**src/rtl/ps2_pkg.sv**
```systemverilog
// Shared types and constants for the PS/2 keyboard front end: frame states,
// scancode-set-2 prefixes, and the scancode to HID keycode map.
package ps2_pkg;

    typedef enum logic [1:0] {
        ST_IDLE,
        ST_DATA,
        ST_PARITY,
        ST_STOP
    } frame_state_t;

    localparam logic [7:0] SC_EXT   = 8'hE0;
    localparam logic [7:0] SC_BRK   = 8'hF0;

    localparam logic [7:0] SC_W     = 8'h1D;
    localparam logic [7:0] SC_A     = 8'h1C;
    localparam logic [7:0] SC_S     = 8'h1B;
    localparam logic [7:0] SC_D     = 8'h23;
    localparam logic [7:0] SC_Z     = 8'h1A;
    localparam logic [7:0] SC_ENTER = 8'h5A;
    localparam logic [7:0] SC_SPACE = 8'h29;
    localparam logic [7:0] SC_UP    = 8'h75;
    localparam logic [7:0] SC_LEFT  = 8'h6B;
    localparam logic [7:0] SC_DOWN  = 8'h72;
    localparam logic [7:0] SC_RIGHT = 8'h74;

    localparam logic [7:0] HID_NONE  = 8'd0;
    localparam logic [7:0] HID_W     = 8'd26;
    localparam logic [7:0] HID_A     = 8'd4;
    localparam logic [7:0] HID_S     = 8'd22;
    localparam logic [7:0] HID_D     = 8'd7;
    localparam logic [7:0] HID_Z     = 8'd29;
    localparam logic [7:0] HID_ENTER = 8'd40;
    localparam logic [7:0] HID_SPACE = 8'd44;

    // Arrow keys alias onto W/A/S/D so movement logic only watches one set.
    function automatic logic [7:0] ps2_to_hid(input logic [7:0] sc, input logic ext);
        logic [7:0] hid;
        hid = HID_NONE;
        if (ext) begin
            case (sc)
                SC_UP:    hid = HID_W;
                SC_LEFT:  hid = HID_A;
                SC_DOWN:  hid = HID_S;
                SC_RIGHT: hid = HID_D;
                default:  hid = HID_NONE;
            endcase
        end else begin
            case (sc)
                SC_W:     hid = HID_W;
                SC_A:     hid = HID_A;
                SC_S:     hid = HID_S;
                SC_D:     hid = HID_D;
                SC_Z:     hid = HID_Z;
                SC_ENTER: hid = HID_ENTER;
                SC_SPACE: hid = HID_SPACE;
                default:  hid = HID_NONE;
            endcase
        end
        return hid;
    endfunction

endpackage

```
**src/rtl/ps2_rx_frame.sv**
```systemverilog
// PS/2 device-to-host receiver: pin synchronizers, clock glitch filter,
// 11-bit frame FSM with odd-parity and stop-bit checking, and a partial-frame timeout.
module ps2_rx_frame
    import ps2_pkg::*;
#(
    parameter int CLK_FILTER_LEN = 4,
    parameter int TIMEOUT_CYCLES = 100000
) (
    input  logic         Clk,
    input  logic         Reset,
    input  logic         ps2_clk,
    input  logic         ps2_data,
    output logic         byte_valid,
    output logic [7:0]   byte_data,
    output logic         frame_err,
    output frame_state_t state
);

    localparam int FW = $clog2(CLK_FILTER_LEN + 1);
    localparam int TW = $clog2(TIMEOUT_CYCLES + 1);

    logic [1:0]    clk_sync;
    logic [1:0]    data_sync;
    logic          clk_filt;
    logic [FW-1:0] filt_cnt;
    logic          fall;
    logic [TW-1:0] to_cnt;
    logic          timeout;
    logic [7:0]    shift_q;
    logic [2:0]    bit_cnt;
    logic          parity_q;
    logic          accept;
    logic          reject;
    frame_state_t  state_next;

    always_ff @(posedge Clk) begin
        if (Reset) begin
            clk_sync  <= 2'b11;
            data_sync <= 2'b11;
        end else begin
            clk_sync  <= {clk_sync[0], ps2_clk};
            data_sync <= {data_sync[0], ps2_data};
        end
    end

    // The filtered level follows the pin only after CLK_FILTER_LEN agreeing samples.
    always_ff @(posedge Clk) begin
        if (Reset) begin
            clk_filt <= 1'b1;
            filt_cnt <= '0;
        end else if (clk_sync[1] == clk_filt) begin
            filt_cnt <= '0;
        end else if (filt_cnt == FW'(CLK_FILTER_LEN - 1)) begin
            clk_filt <= clk_sync[1];
            filt_cnt <= '0;
        end else begin
            filt_cnt <= filt_cnt + 1'b1;
        end
    end

    assign fall    = clk_filt && !clk_sync[1] && (filt_cnt == FW'(CLK_FILTER_LEN - 1));
    assign timeout = (state != ST_IDLE) && (to_cnt == TW'(TIMEOUT_CYCLES)) && !fall;

    always_ff @(posedge Clk) begin
        if (Reset || fall || state == ST_IDLE) begin
            to_cnt <= '0;
        end else if (to_cnt != TW'(TIMEOUT_CYCLES)) begin
            to_cnt <= to_cnt + 1'b1;
        end
    end

    always_comb begin
        state_next = state;
        accept     = 1'b0;
        reject     = 1'b0;
        if (timeout) begin
            state_next = ST_IDLE;
            reject     = 1'b1;
        end else if (fall) begin
            unique case (state)
                ST_IDLE:   if (!data_sync[1]) state_next = ST_DATA;
                ST_DATA:   if (bit_cnt == 3'd7) state_next = ST_PARITY;
                ST_PARITY: state_next = ST_STOP;
                ST_STOP: begin
                    state_next = ST_IDLE;
                    if (data_sync[1] && (^{shift_q, parity_q})) accept = 1'b1;
                    else                                          reject = 1'b1;
                end
                default:   state_next = ST_IDLE;
            endcase
        end
    end

    always_ff @(posedge Clk) begin
        if (Reset) begin
            state      <= ST_IDLE;
            shift_q    <= '0;
            bit_cnt    <= '0;
            parity_q   <= 1'b0;
            byte_valid <= 1'b0;
            byte_data  <= '0;
            frame_err  <= 1'b0;
        end else begin
            state      <= state_next;
            byte_valid <= accept;
            frame_err  <= reject;
            if (accept) byte_data <= shift_q;
            if (fall) begin
                case (state)
                    ST_IDLE:   bit_cnt <= '0;
                    ST_DATA: begin
                        shift_q <= {data_sync[1], shift_q[7:1]};
                        bit_cnt <= bit_cnt + 1'b1;
                    end
                    ST_PARITY: parity_q <= data_sync[1];
                    default:   ;
                endcase
            end
        end
    end

endmodule

```
**src/rtl/ps2_keycode_source.sv**
```systemverilog
// Turns received scancode bytes into a held HID keycode: tracks E0/F0 prefixes,
// maps the code, and applies the last-press-wins hold rule.
module ps2_keycode_source
    import ps2_pkg::*;
#(
    parameter int CLK_FILTER_LEN = 4,
    parameter int TIMEOUT_CYCLES = 100000
) (
    input  logic       Clk,
    input  logic       Reset,
    input  logic       ps2_clk,
    input  logic       ps2_data,
    output logic [7:0] keycode,
    output logic       key_event,
    output logic       frame_err
);

    logic         byte_valid;
    logic [7:0]   byte_data;
    frame_state_t rx_state_unused;
    logic         ext_q;
    logic         brk_q;
    logic [7:0]   hid;

    ps2_rx_frame #(
        .CLK_FILTER_LEN (CLK_FILTER_LEN),
        .TIMEOUT_CYCLES (TIMEOUT_CYCLES)
    ) u_rx (
        .Clk        (Clk),
        .Reset      (Reset),
        .ps2_clk    (ps2_clk),
        .ps2_data   (ps2_data),
        .byte_valid (byte_valid),
        .byte_data  (byte_data),
        .frame_err  (frame_err),
        .state      (rx_state_unused)
    );

    assign hid = ps2_to_hid(byte_data, ext_q);

    always_ff @(posedge Clk) begin
        if (Reset) begin
            ext_q     <= 1'b0;
            brk_q     <= 1'b0;
            keycode   <= '0;
            key_event <= 1'b0;
        end else begin
            key_event <= 1'b0;
            if (frame_err) begin
                ext_q <= 1'b0;
                brk_q <= 1'b0;
            end else if (byte_valid) begin
                if (byte_data == SC_EXT) begin
                    ext_q <= 1'b1;
                end else if (byte_data == SC_BRK) begin
                    brk_q <= 1'b1;
                end else begin
                    ext_q <= 1'b0;
                    brk_q <= 1'b0;
                    // Releasing a key other than the held one leaves the held code alone.
                    if (hid != HID_NONE) begin
                        if (brk_q) begin
                            if (hid == keycode) begin
                                keycode   <= HID_NONE;
                                key_event <= 1'b1;
                            end
                        end else if (hid != keycode) begin
                            keycode   <= hid;
                            key_event <= 1'b1;
                        end
                    end
                end
            end
        end
    end

endmodule

```
**config.mk**
```make
export PLATFORM = sky130hd
export DESIGN_NAME = ps2_keycode_source
export DESIGN_NICKNAME = d
export VERILOG_FILES = /design/src/rtl/ps2_pkg.sv /design/src/rtl/ps2_rx_frame.sv /design/src/rtl/ps2_keycode_source.sv
export SDC_FILE = /design/constraint.sdc
export NUM_CORES = 1
export LEC_CHECK = 0
export CAP_MARGIN = 20
export CORE_ASPECT_RATIO = 0.5
export CORE_MARGIN = 2
export CORE_UTILIZATION = 50
export CTS_BUF_LIST = sky130_fd_sc_hd__clkbuf_4 sky130_fd_sc_hd__clkbuf_8 sky130_fd_sc_hd__clkbuf_16
export DETAILED_ROUTE_END_ITERATION = 8
export GPL_TIMING_DRIVEN = 0
export MAX_ROUTING_LAYER = met4
export PLACE_DENSITY = 0.73
export SLEW_MARGIN = 20
export SYNTH_ARGS = -nofsm -noshare
export SYNTH_HDL_FRONTEND = slang
export SYNTH_SLANG_ARGS = --single-unit
```
**constraint.sdc**
```tcl
create_clock -name Clk -period 3.8 [get_ports Clk]
set_clock_uncertainty 0.15 [all_clocks]
set_input_delay 1.14 -clock Clk [delete_from_list [all_inputs] [get_ports Clk]]
set_output_delay 1.14 -clock Clk [all_outputs]
set_load 0.03 [all_outputs]
```
==> results.py, run 1 <==
metrics = {
    "setup_path": {
        "end_kind": "flip-flop",
        "cp_max_fo": 9,
        "crit_path_start_kind": "flip-flop",
        "required_ps": 3890,
        "crit_arrival_ps": 3790,
        "worst_path_max_delay_cell": "or4_4",
        "crit_chain": "buf_2, nor3b_4, nand3b_1, o21a_1, a32o_1, xnor2_1, or4_1, ha_1, or4_4, a21oi_4, mux2i_1",
        "path_class": "flip-flop to flip-flop",
        "critPathMaxStageDelay_ps": 540,
    },
    "sta": {
        "hold_violations": 0,
        "slew_headroom_pct": 59.0,
        "setup_violations": 0,
        "finalCritPeriodShare_pct": 97.2,
        "rsz0062_at_grt": "no",
        "fmax_mhz": 271,
        "hold_slack_ps": 259,
        "final_max_slew_viol_count": 0,
        "worst_pin_slew_ps": 607,
        "period_needed_ps": 3690,
        "fin_tns_setup_ps": 0,
    },
    "layout": {
        "postLayoutCoreUtil_pct": 61.4,
        "layout_common_cells": "dfxtp_1 (58), nand2_1 (42), nor2_1 (37)",
        "mostFrequentLayoutCell": "dfxtp_1",
        "layoutNonFillerInstCount": 434,
        "n_antenna_cell": 0,
        "drive_above_1_share_pct": 11.4,
        "area_delta_synth_final_pct": 17.5,
        "finalInstanceArea_um2": 3400,
        "nets": 374,
    },
    "synthesis": {
        "async_flop_share_pct": 0,
        "postSynthCellCount": 334,
        "ys_seq_area_share_pct": 40.1,
        "synth-edff-count": 0,
        "synth_area_um2": 2900,
        "yosysWarnings": 0,
        "synth_ff_type": "dfxtp_1",
        "synth_cell_types": 52,
        "ys_ff_latch": 58,
        "syn_avg_cell_area_um2": 8.67,
    },
    "route": {
        "num_vias": 2374,
        "drtIter0Drc": 115,
        "wl_um": 6040,
        "routedWlPerCell_um": 13.9,
        "antenna_left": 0,
        "dr.pass1.iters": 4,
        "drc_errors": 0,
        "viasPerCell": 5.47,
    },
    "die": {
        "placementRows": 19,
        "die-area_um2": 6450,
        "die_width_um": 112,
        "die_y_um": 57.8,
        "core_um2": 5540,
        "start_util_pct": 52.3,
        "ioPinCount": 14,
    },
    "global_routing": {
        "grt_max_degree": 11,
        "grt_overflow_total": 0,
        "grt_antenna_before_repair": 0,
        "grt_pass1_vias": 2361,
        "grt_pass1_wl_um": 10400,
        "grt_usage_pct": 20.7,
    },
    "clock_tree": {
        "cts_buffer_depth": 2,
        "htree_levels": 3,
        "cts_made_buffers": 9,
        "cts_tree": "done",
        "cts.sink_count": 58,
        "worstSkewPairLatency_ps": 320,
        "clock-root-buffer": "clkbuf_16",
        "clk_pin_slew_ps": 50,
    },
    "power_and_ir_drop": {
        "clock_power_share_pct": 52.3,
        "seqPwrFrac_pct": 46.2,
        "p_leak_nw": 1.27,
        "p_switching_mw": 0.264,
        "switching_share_pct": 19.9,
        "ir_worst_vdd_mv": 0.195,
        "p_int_mw": 1.06,
        "power_density_nw_per_um2": 390,
        "pwr-share-comb_pct": 1.5,
    },
    "status": {
        "outcome": "complete, no violations",
    },
    "placement": {
        "place_hpwl_um": 4300,
        "place.gp.congestion": 0.868,
        "portBuffers": 10,
        "dpl_cell_area_um2": 3090,
        "dpl.cell_count": 418,
    },
    "min_path": {
        "worstHoldPathType": "flip-flop to flip-flop",
    },
    "run": {
        "maxCapViolCount": 0,
    },
}
## critical path, delay by kind of cell, from the launching register on
kind	cells	cell delay, ps
flip-flops	1	310
AND/OR/NAND/NOR	4	1490
XOR/XNOR	1	170
adder cells (fa/ha/maj)	1	200
AO/OA/AOI/OAI	3	840
multiplexers	1	240
buffers and inverters	1	200
## metal layers
layer	share of wire (%)	track usage (%)	up-vias
li1	-	-	1193
met1	45	23.4	1128
met2	49	35.8	41
met3	4.2	6.69	12
met4	1.5	6.70	0
met5	0	-	-
## cells in the mapped netlist (2+ instances only)
library cell  number  area share, %
o21ai_0            5           0.86
nand2_1           42            5.4
nor3_1             5           0.86
a211oi_1           2           0.52
nand3b_1           2           0.52
o211ai_1           2           0.52
xnor2_1           15            4.5
nand3_1           16            2.8
a21oi_1           20            3.5
mux2i_1           12            4.1
nor4b_1            2           0.61
or3_1              2           0.43
clkbuf_1           8            1.0
and3_1             7            1.5
o22ai_1            2           0.43
or4_1              2           0.52
o32ai_1            2           0.61
ha_1              13            5.6
a22oi_1            2           0.52
nor2_1            37            4.8
nand2b_1           6            1.3
or2_2              4           0.86
inv_1             13            1.7
buf_4              3           0.78
dfxtp_1           58             40
nor4_1             3           0.65
nor2b_1            4           0.86
nor4bb_1           2           0.69
nor3b_1            3           0.78
buf_2              5           0.86
xor2_1            11            3.3
nand4_1            4           0.86
## flip-flops by register name (all words and copies together), names as in the netlist
name / cells
brk_q: 1
u_rx.shift_q: 8
ext_q: 1
u_rx.byte_valid: 1
u_rx.frame_err: 1
u_rx.data_sync: 2
u_rx.byte_data: 8
u_rx.parity_q: 1
u_rx.filt_cnt: 3
u_rx.clk_filt: 1
u_rx.clk_sync: 2
key_event: 1
u_rx.to_cnt: 17
u_rx.state: 2
u_rx.bit_cnt: 3
keycode: 6
## per-stage QoR
stage	total power, mW	setup WS (ps)
after global routing	1.38	30.8
after global placement	0.644	125
final	1.33	107
after detailed placement	0.644	-102
after floorplan	0.638	458
after CTS	1.34	76.2
## worst paths after layout
| kind | from | endpoint | slack (ps) | cells past startpoint |
|---|---|---|---|---|
| max | u_rx.byte_data[3]$_SDFFE_PP0P_ | keycode[5]$_SDFFE_PP0P_ | 110 | 11 |
| min | u_rx.clk_sync[0]$_SDFF_PP1_ | u_rx.clk_sync[1]$_SDFF_PP1_ | 260 | 1 |
| max reg2reg | u_rx.byte_data[3]$_SDFFE_PP0P_ | keycode[5]$_SDFFE_PP0P_ | 110 | 11 |
| min reg2reg | u_rx.clk_sync[0]$_SDFF_PP1_ | u_rx.clk_sync[1]$_SDFF_PP1_ | 260 | 1 |
## power by group through the flow
stage	Combinational [mW]	Clock (mW)	Sequential (mW)
5_1_grt	0.0217	0.745	0.612
6_report	0.0197	0.695	0.613
3_3_place_gp	0.0191	0	0.625
2_1_floorplan	0.0139	0	0.624
4_1_cts	0.0195	0.706	0.613
3_5_place_dp	0.0195	0	0.625
## kinds of logic after synthesis
family | share of synthesized area (%)
other | 0.130
flip-flops | 40.1
XOR/XNOR | 8.64
AND/OR/NAND/NOR | 26.3
multiplexers | 4.54
AO/OA/AOI/OAI | 10.3
buffers and inverters | 4.36
adder cells (fa/ha/maj) | 5.62
## what timing repair did
action | CTS | global route
pin swaps | 0 | 0
buffers inserted | 0 | 1
hold buffers | 0 | 0
endpoints found under the setup margin | 6 | 6
resized for setup | 4 | 4
## final cells by class
| class | count | area (µm²) |
|---|---|---|
| Buffer | 16 | 77.6 |
| Clock buffer | 11 | 240 |
| Clock inverter | 4 | 20.0 |
| Fill cell | 492 | 2140 |
| Inverter | 13 | 48.8 |
| Multi-Input combinational cell | 248 | 1650 |
| Sequential cell | 58 | 1160 |
| Tap cell | 73 | 91.3 |
| Timing Repair Buffer | 11 | 108 |
Power figures use the tool's default switching activity.
==> run 2, diff against run 1 <==
Settings changed: CORE_UTILIZATION 50 to 45, PLACE_DENSITY 0.73 to 0.67.
==> results.py, run 2 (synthesized netlist as in run 1, its figures left out) <==
metrics = {
    "die": {
        "start_util_pct": 47.2,
        "die_width_um": 117,
        "die-area_um2": 7130,
        "placementRows": 20,
        "core_um2": 6130,
        "ioPinCount": 14,
        "die_y_um": 60.7,
    },
    "placement": {
        "place_hpwl_um": 4070,
        "place.gp.congestion": 0.842,
        "portBuffers": 10,
    },
    "setup_path": {
        "path_class": "flip-flop to flip-flop",
        "r2r-start": "u_rx.byte_data[3]$_SDFFE_PP0P_",
        "cp_max_fo": 9,
        "crit_start": "u_rx.byte_data[3]$_SDFFE_PP0P_",
        "crit_path_start_kind": "flip-flop",
        "crit_arrival_ps": 3750,
        "required_ps": 3900,
        "end_kind": "flip-flop",
    },
    "power_and_ir_drop": {
        "total_power_mw": 1.55,
        "power_density_nw_per_um2": 445,
        "ir_worst_vdd_mv": 0.298,
        "p_leak_nw": 1.29,
    },
    "sta": {
        "finalCritPeriodShare_pct": 95.9,
        "setup_violations": 0,
        "hold_violations": 0,
        "hold_slack_ps": 254,
        "fin_tns_setup_ps": 0,
        "fmax_mhz": 274,
        "final_max_slew_viol_count": 0,
        "rsz0062_at_grt": "no",
        "period_needed_ps": 3650,
    },
    "route": {
        "drtIter0Drc": 133,
        "routedWlPerCell_um": 12.6,
        "viasPerCell": 5.11,
        "wl_um": 5650,
        "antenna_left": 0,
        "dr.pass1.iters": 4,
        "num_vias": 2291,
        "drc_errors": 0,
    },
    "clock_tree": {
        "cts_buffer_depth": 2,
        "clock-root-buffer": "clkbuf_16",
        "cts_made_buffers": 9,
        "htree_levels": 3,
        "cts.sink_count": 58,
        "clk_pin_slew_ps": 50,
        "worstSkewPairLatency_ps": 320,
        "cts_tree": "done",
    },
    "global_routing": {
        "use_met2_pct": 30.8,
        "grt_overflow_total": 0,
        "grt_max_degree": 11,
        "met3_usage_pct": 6.30,
        "grtUsageMet1_pct": 20.3,
        "grt_usage_pct": 18.0,
        "grt_pass1_wl_um": 9690,
        "grt_pass1_vias": 2133,
        "grt-busiest-layer": "met2",
        "grt_antenna_before_repair": 0,
    },
    "layout": {
        "layout_common_cells": "dfxtp_1 (58), nand2_1 (42), nor2_1 (37)",
        "area_delta_synth_final_pct": 20.1,
        "drive_above_1_share_pct": 10.6,
        "mostFrequentLayoutCell": "dfxtp_1",
        "n_antenna_cell": 0,
        "largest_reg_flops": 17,
        "largestRegisters": "u_rx.to_cnt: 17 flops, u_rx.byte_data: 8 flops, u_rx.shift_q: 8 flops",
        "nets": 373,
        "regMostFlops": "u_rx.to_cnt",
        "fill_cells": 552,
    },
    "run": {
        "maxCapViolCount": 0,
    },
    "min_path": {
        "min-delay-start": "u_rx.data_sync[0]$_SDFF_PP1_",
        "worstHoldPathType": "flip-flop to flip-flop",
    },
    "status": {
        "outcome": "complete, no violations",
    },
}
[run 2: area by class of cell]
type	count	area [µm²]	area share, %
Sequential cell	58	1160	33.4
Clock inverter	5	103	2.95
Timing Repair Buffer	10	100	2.88
Tap cell	88	110	3.17
Clock buffer	10	239	6.88
Multi-Input combinational cell	248	1640	47.1
Inverter	13	48.8	1.40
Buffer	16	77.6	2.23
[run 2: per-stage QoR]
| step | utilization, % | setup WS (ps) | instance area (µm²) | instances |
|---|---|---|---|---|
| finish | 56.7 | 155 | 3480 | 448 |
| global route | 56.7 | 12.1 | 3480 | 448 |
| CTS | 56.3 | 15.2 | 3450 | 448 |
| detailed placement | 50.7 | 38.2 | 3110 | 433 |
| global placement | 50.7 | 72.4 | 3110 | 433 |
| floorplan | - | 458 | 2900 | 335 |
[run 2: final timing paths]
path	to	slack [ps]	cells past startpoint
worst min register to register	u_rx.data_sync[1]$_SDFF_PP1_	250	1
worst max register to register	keycode[4]$_SDFFE_PP0P_	150	11
worst min-delay path	u_rx.data_sync[1]$_SDFF_PP1_	250	1
worst max-delay path	keycode[4]$_SDFFE_PP0P_	150	11
[run 2: repair_timing]
| item | CTS | global route |
|---|---|---|
| gates resized for setup | 0 | 5 |
| setup endpoints to repair | 0 | 6 |
| hold buffers | 0 | 0 |
| setup buffers | 0 | 0 |
| endpoints found under the hold margin | 0 | 0 |
[run 2: per-layer routing]
layer	vias up	share of wire [%]	wire length [µm]
li1	1193	-	-
met1	1058	48	2730
met2	30	46	2580
met3	10	4.6	260
met4	0	1.4	79
met5	-	0	0
[run 2: power by group]
group | internal, mW | switching, mW | total, mW
clock network | 0.652 | 0.264 | 0.916
logic | 0.00656 | 0.0129 | 0.0195
registers | 0.612 | 0.00100 | 0.613
[run 2: worst max-delay path, cell delays in order, from the launching register on]
cell      delay (ps)
dfxtp_1          290
buf_2            180
nor3b_4          330
nand3b_1         120
o21a_1           220
a32o_1           350
xnor2_1          170
or4_1            480
ha_1             200
or4_1            580
a21oi_4          270
mux2i_1          220
==> run 3, diff against run 2 <==
Settings changed: CTS_BUF_LIST sky130_fd_sc_hd__clkbuf_4 sky130_fd_sc_hd__clkbuf_8 sky130_fd_sc_hd__clkbuf_16 to sky130_fd_sc_hd__clkbuf_4 sky130_fd_sc_hd__clkbuf_8.
==> results.py, run 3 (synthesized netlist as in run 1, its figures left out) <==
metrics = {
    "status": {
        "outcome": "complete, no violations",
    },
    "global_routing": {
        "grt_antenna_before_repair": 0,
        "grt_pass1_vias": 2123,
        "grt_max_degree": 11,
        "grt_overflow_total": 0,
        "grt_pass1_wl_um": 9650,
        "grt_usage_pct": 18.2,
    },
    "power_and_ir_drop": {
        "pwr-share-comb_pct": 1.5,
        "switching_share_pct": 19.3,
        "seqPwrFrac_pct": 46.3,
        "ir_worst_vdd_mv": 0.297,
        "p_leak_nw": 1.25,
        "power_density_nw_per_um2": 391,
        "clock_power_share_pct": 52.2,
        "p_switching_mw": 0.254,
        "p_int_mw": 1.06,
    },
    "die": {
        "placementRows": 20,
        "die_y_um": 60.7,
        "start_util_pct": 47.2,
        "ioPinCount": 14,
        "core_um2": 6130,
        "die-area_um2": 7130,
        "die_width_um": 117,
    },
    "sta": {
        "hold_violations": 0,
        "slew_headroom_pct": 66.4,
        "fin_tns_setup_ps": 0,
        "period_needed_ps": 3630,
        "worst_pin_slew_ps": 497,
        "setup_violations": 0,
        "finalCritPeriodShare_pct": 95.6,
        "rsz0062_at_grt": "no",
        "fmax_mhz": 275,
        "final_max_slew_viol_count": 0,
    },
    "setup_path": {
        "rrSetupSlack_ps": 170,
        "crit_path_start_kind": "flip-flop",
        "crit_end": "keycode[4]$_SDFFE_PP0P_",
        "crit_arrival_ps": 3760,
        "cp_max_fo": 9,
        "crit_start": "u_rx.byte_data[3]$_SDFFE_PP0P_",
        "r2r_end": "keycode[4]$_SDFFE_PP0P_",
        "path_class": "flip-flop to flip-flop",
        "reg2reg_depth": 11,
        "end_kind": "flip-flop",
        "required_ps": 3920,
        "r2r-start": "u_rx.byte_data[3]$_SDFFE_PP0P_",
    },
    "layout": {
        "regMostFlops": "u_rx.to_cnt",
        "layout_common_cells": "dfxtp_1 (58), nand2_1 (42), nor2_1 (37)",
        "seq_area_um2": 1160,
        "postLayoutCoreUtil_pct": 55.0,
        "fill_cells": 563,
        "drive_above_1_share_pct": 10.6,
        "area_delta_synth_final_pct": 16.6,
        "multiInputGateArea_um2": 1640,
        "mostFrequentLayoutCell": "dfxtp_1",
        "n_antenna_cell": 0,
        "nets": 373,
        "largest_reg_flops": 17,
        "largestRegisters": "u_rx.to_cnt: 17 flops, u_rx.byte_data: 8 flops, u_rx.shift_q: 8 flops",
    },
    "clock_tree": {
        "post-cts-setup-buffers": 0,
        "clk_pin_slew_ps": 60,
        "htree_levels": 3,
        "cts_buffer_depth": 2,
        "cts_made_buffers": 9,
        "clock-root-buffer": "clkbuf_8",
        "cts_tree": "done",
        "worstSkewPairLatency_ps": 340,
        "cts.sink_count": 58,
    },
    "route": {
        "antenna_left": 0,
        "viasPerCell": 5.12,
        "wl_um": 5700,
        "dr.pass1.iters": 4,
        "num_vias": 2292,
        "drc_errors": 0,
        "drtIter0Drc": 158,
        "routedWlPerCell_um": 12.7,
    },
    "min_path": {
        "worstHoldPathType": "flip-flop to flip-flop",
    },
    "run": {
        "maxCapViolCount": 0,
    },
    "placement": {
        "place_hpwl_um": 4070,
        "place.gp.congestion": 0.842,
        "portBuffers": 10,
    },
}
[run 3: worst min path at each step]
stage / from / end / slack, ps / cells after the start
after floorplan: u_rx.clk_sync[0]$_SDFF_PP1_ / u_rx.clk_sync[1]$_SDFF_PP1_ / 240 / 1
after global placement: u_rx.clk_sync[0]$_SDFF_PP1_ / u_rx.clk_sync[1]$_SDFF_PP1_ / 240 / 1
after detailed placement: u_rx.data_sync[0]$_SDFF_PP1_ / u_rx.data_sync[1]$_SDFF_PP1_ / 240 / 1
after CTS: u_rx.data_sync[0]$_SDFF_PP1_ / u_rx.data_sync[1]$_SDFF_PP1_ / 260 / 1
after global routing: u_rx.data_sync[0]$_SDFF_PP1_ / u_rx.data_sync[1]$_SDFF_PP1_ / 270 / 1
final: u_rx.data_sync[0]$_SDFF_PP1_ / u_rx.data_sync[1]$_SDFF_PP1_ / 260 / 1
[run 3: repair_timing]
item,4_1_cts,5_1_grt
endpoints found under the setup margin,0,6
gates resized for setup,0,5
hold buffers,0,0
[run 3: power groups by stage]
stage          Clock [mW]  Combinational, mW  Sequential, mW
3_5_place_dp            0             0.0195           0.625
2_1_floorplan           0             0.0139           0.624
4_1_cts             0.703             0.0197           0.611
3_3_place_gp            0             0.0191           0.625
5_1_grt             0.726             0.0219           0.611
6_report            0.688             0.0197           0.611
[run 3: layout make-up]
class,instances,share of cell area (%)
well taps,88,3.26
repair buffers,10,2.97
clock buffers,10,4.08
clock inverters,5,3.04
plain buffers,16,2.30
flip-flops and latches,58,34.4
inverters,13,1.45
multi-input cells,248,48.5
[run 3: routing by layer]
metal	share of wire [%]	vias up	global-route usage (%)
met2	46	33	30.6
met3	4.9	7	7.42
met4	1.3	0	5.68
li1	-	1190	-
met5	0	-	-
met1	48	1062	20.3
[run 3: critical path, cell delays in order, from the launching register on]
cell and delay [ps]:
dfxtp_1 300, buf_2 180, nor3b_4 330, nand3b_1 120
o21a_1 210, a32o_1 350, xnor2_1 180, or4_1 480
ha_1 200, or4_1 580, a21oi_4 260, mux2i_1 220
[run 3: per-stage QoR]
step / cells / setup WS, ps / instance area (µm²) / total power [mW] / hold slack (ps)
CTS: 448 / 3.05 / 3350 / 1.33 / 259
floorplan: 335 / 458 / 2900 / 0.638 / 239
global route: 448 / 8.04 / 3370 / 1.36 / 268
finish: 448 / 166 / 3370 / 1.32 / 257
global placement: 433 / 72.4 / 3110 / 0.644 / 241
detailed placement: 433 / 38.2 / 3110 / 0.644 / 243
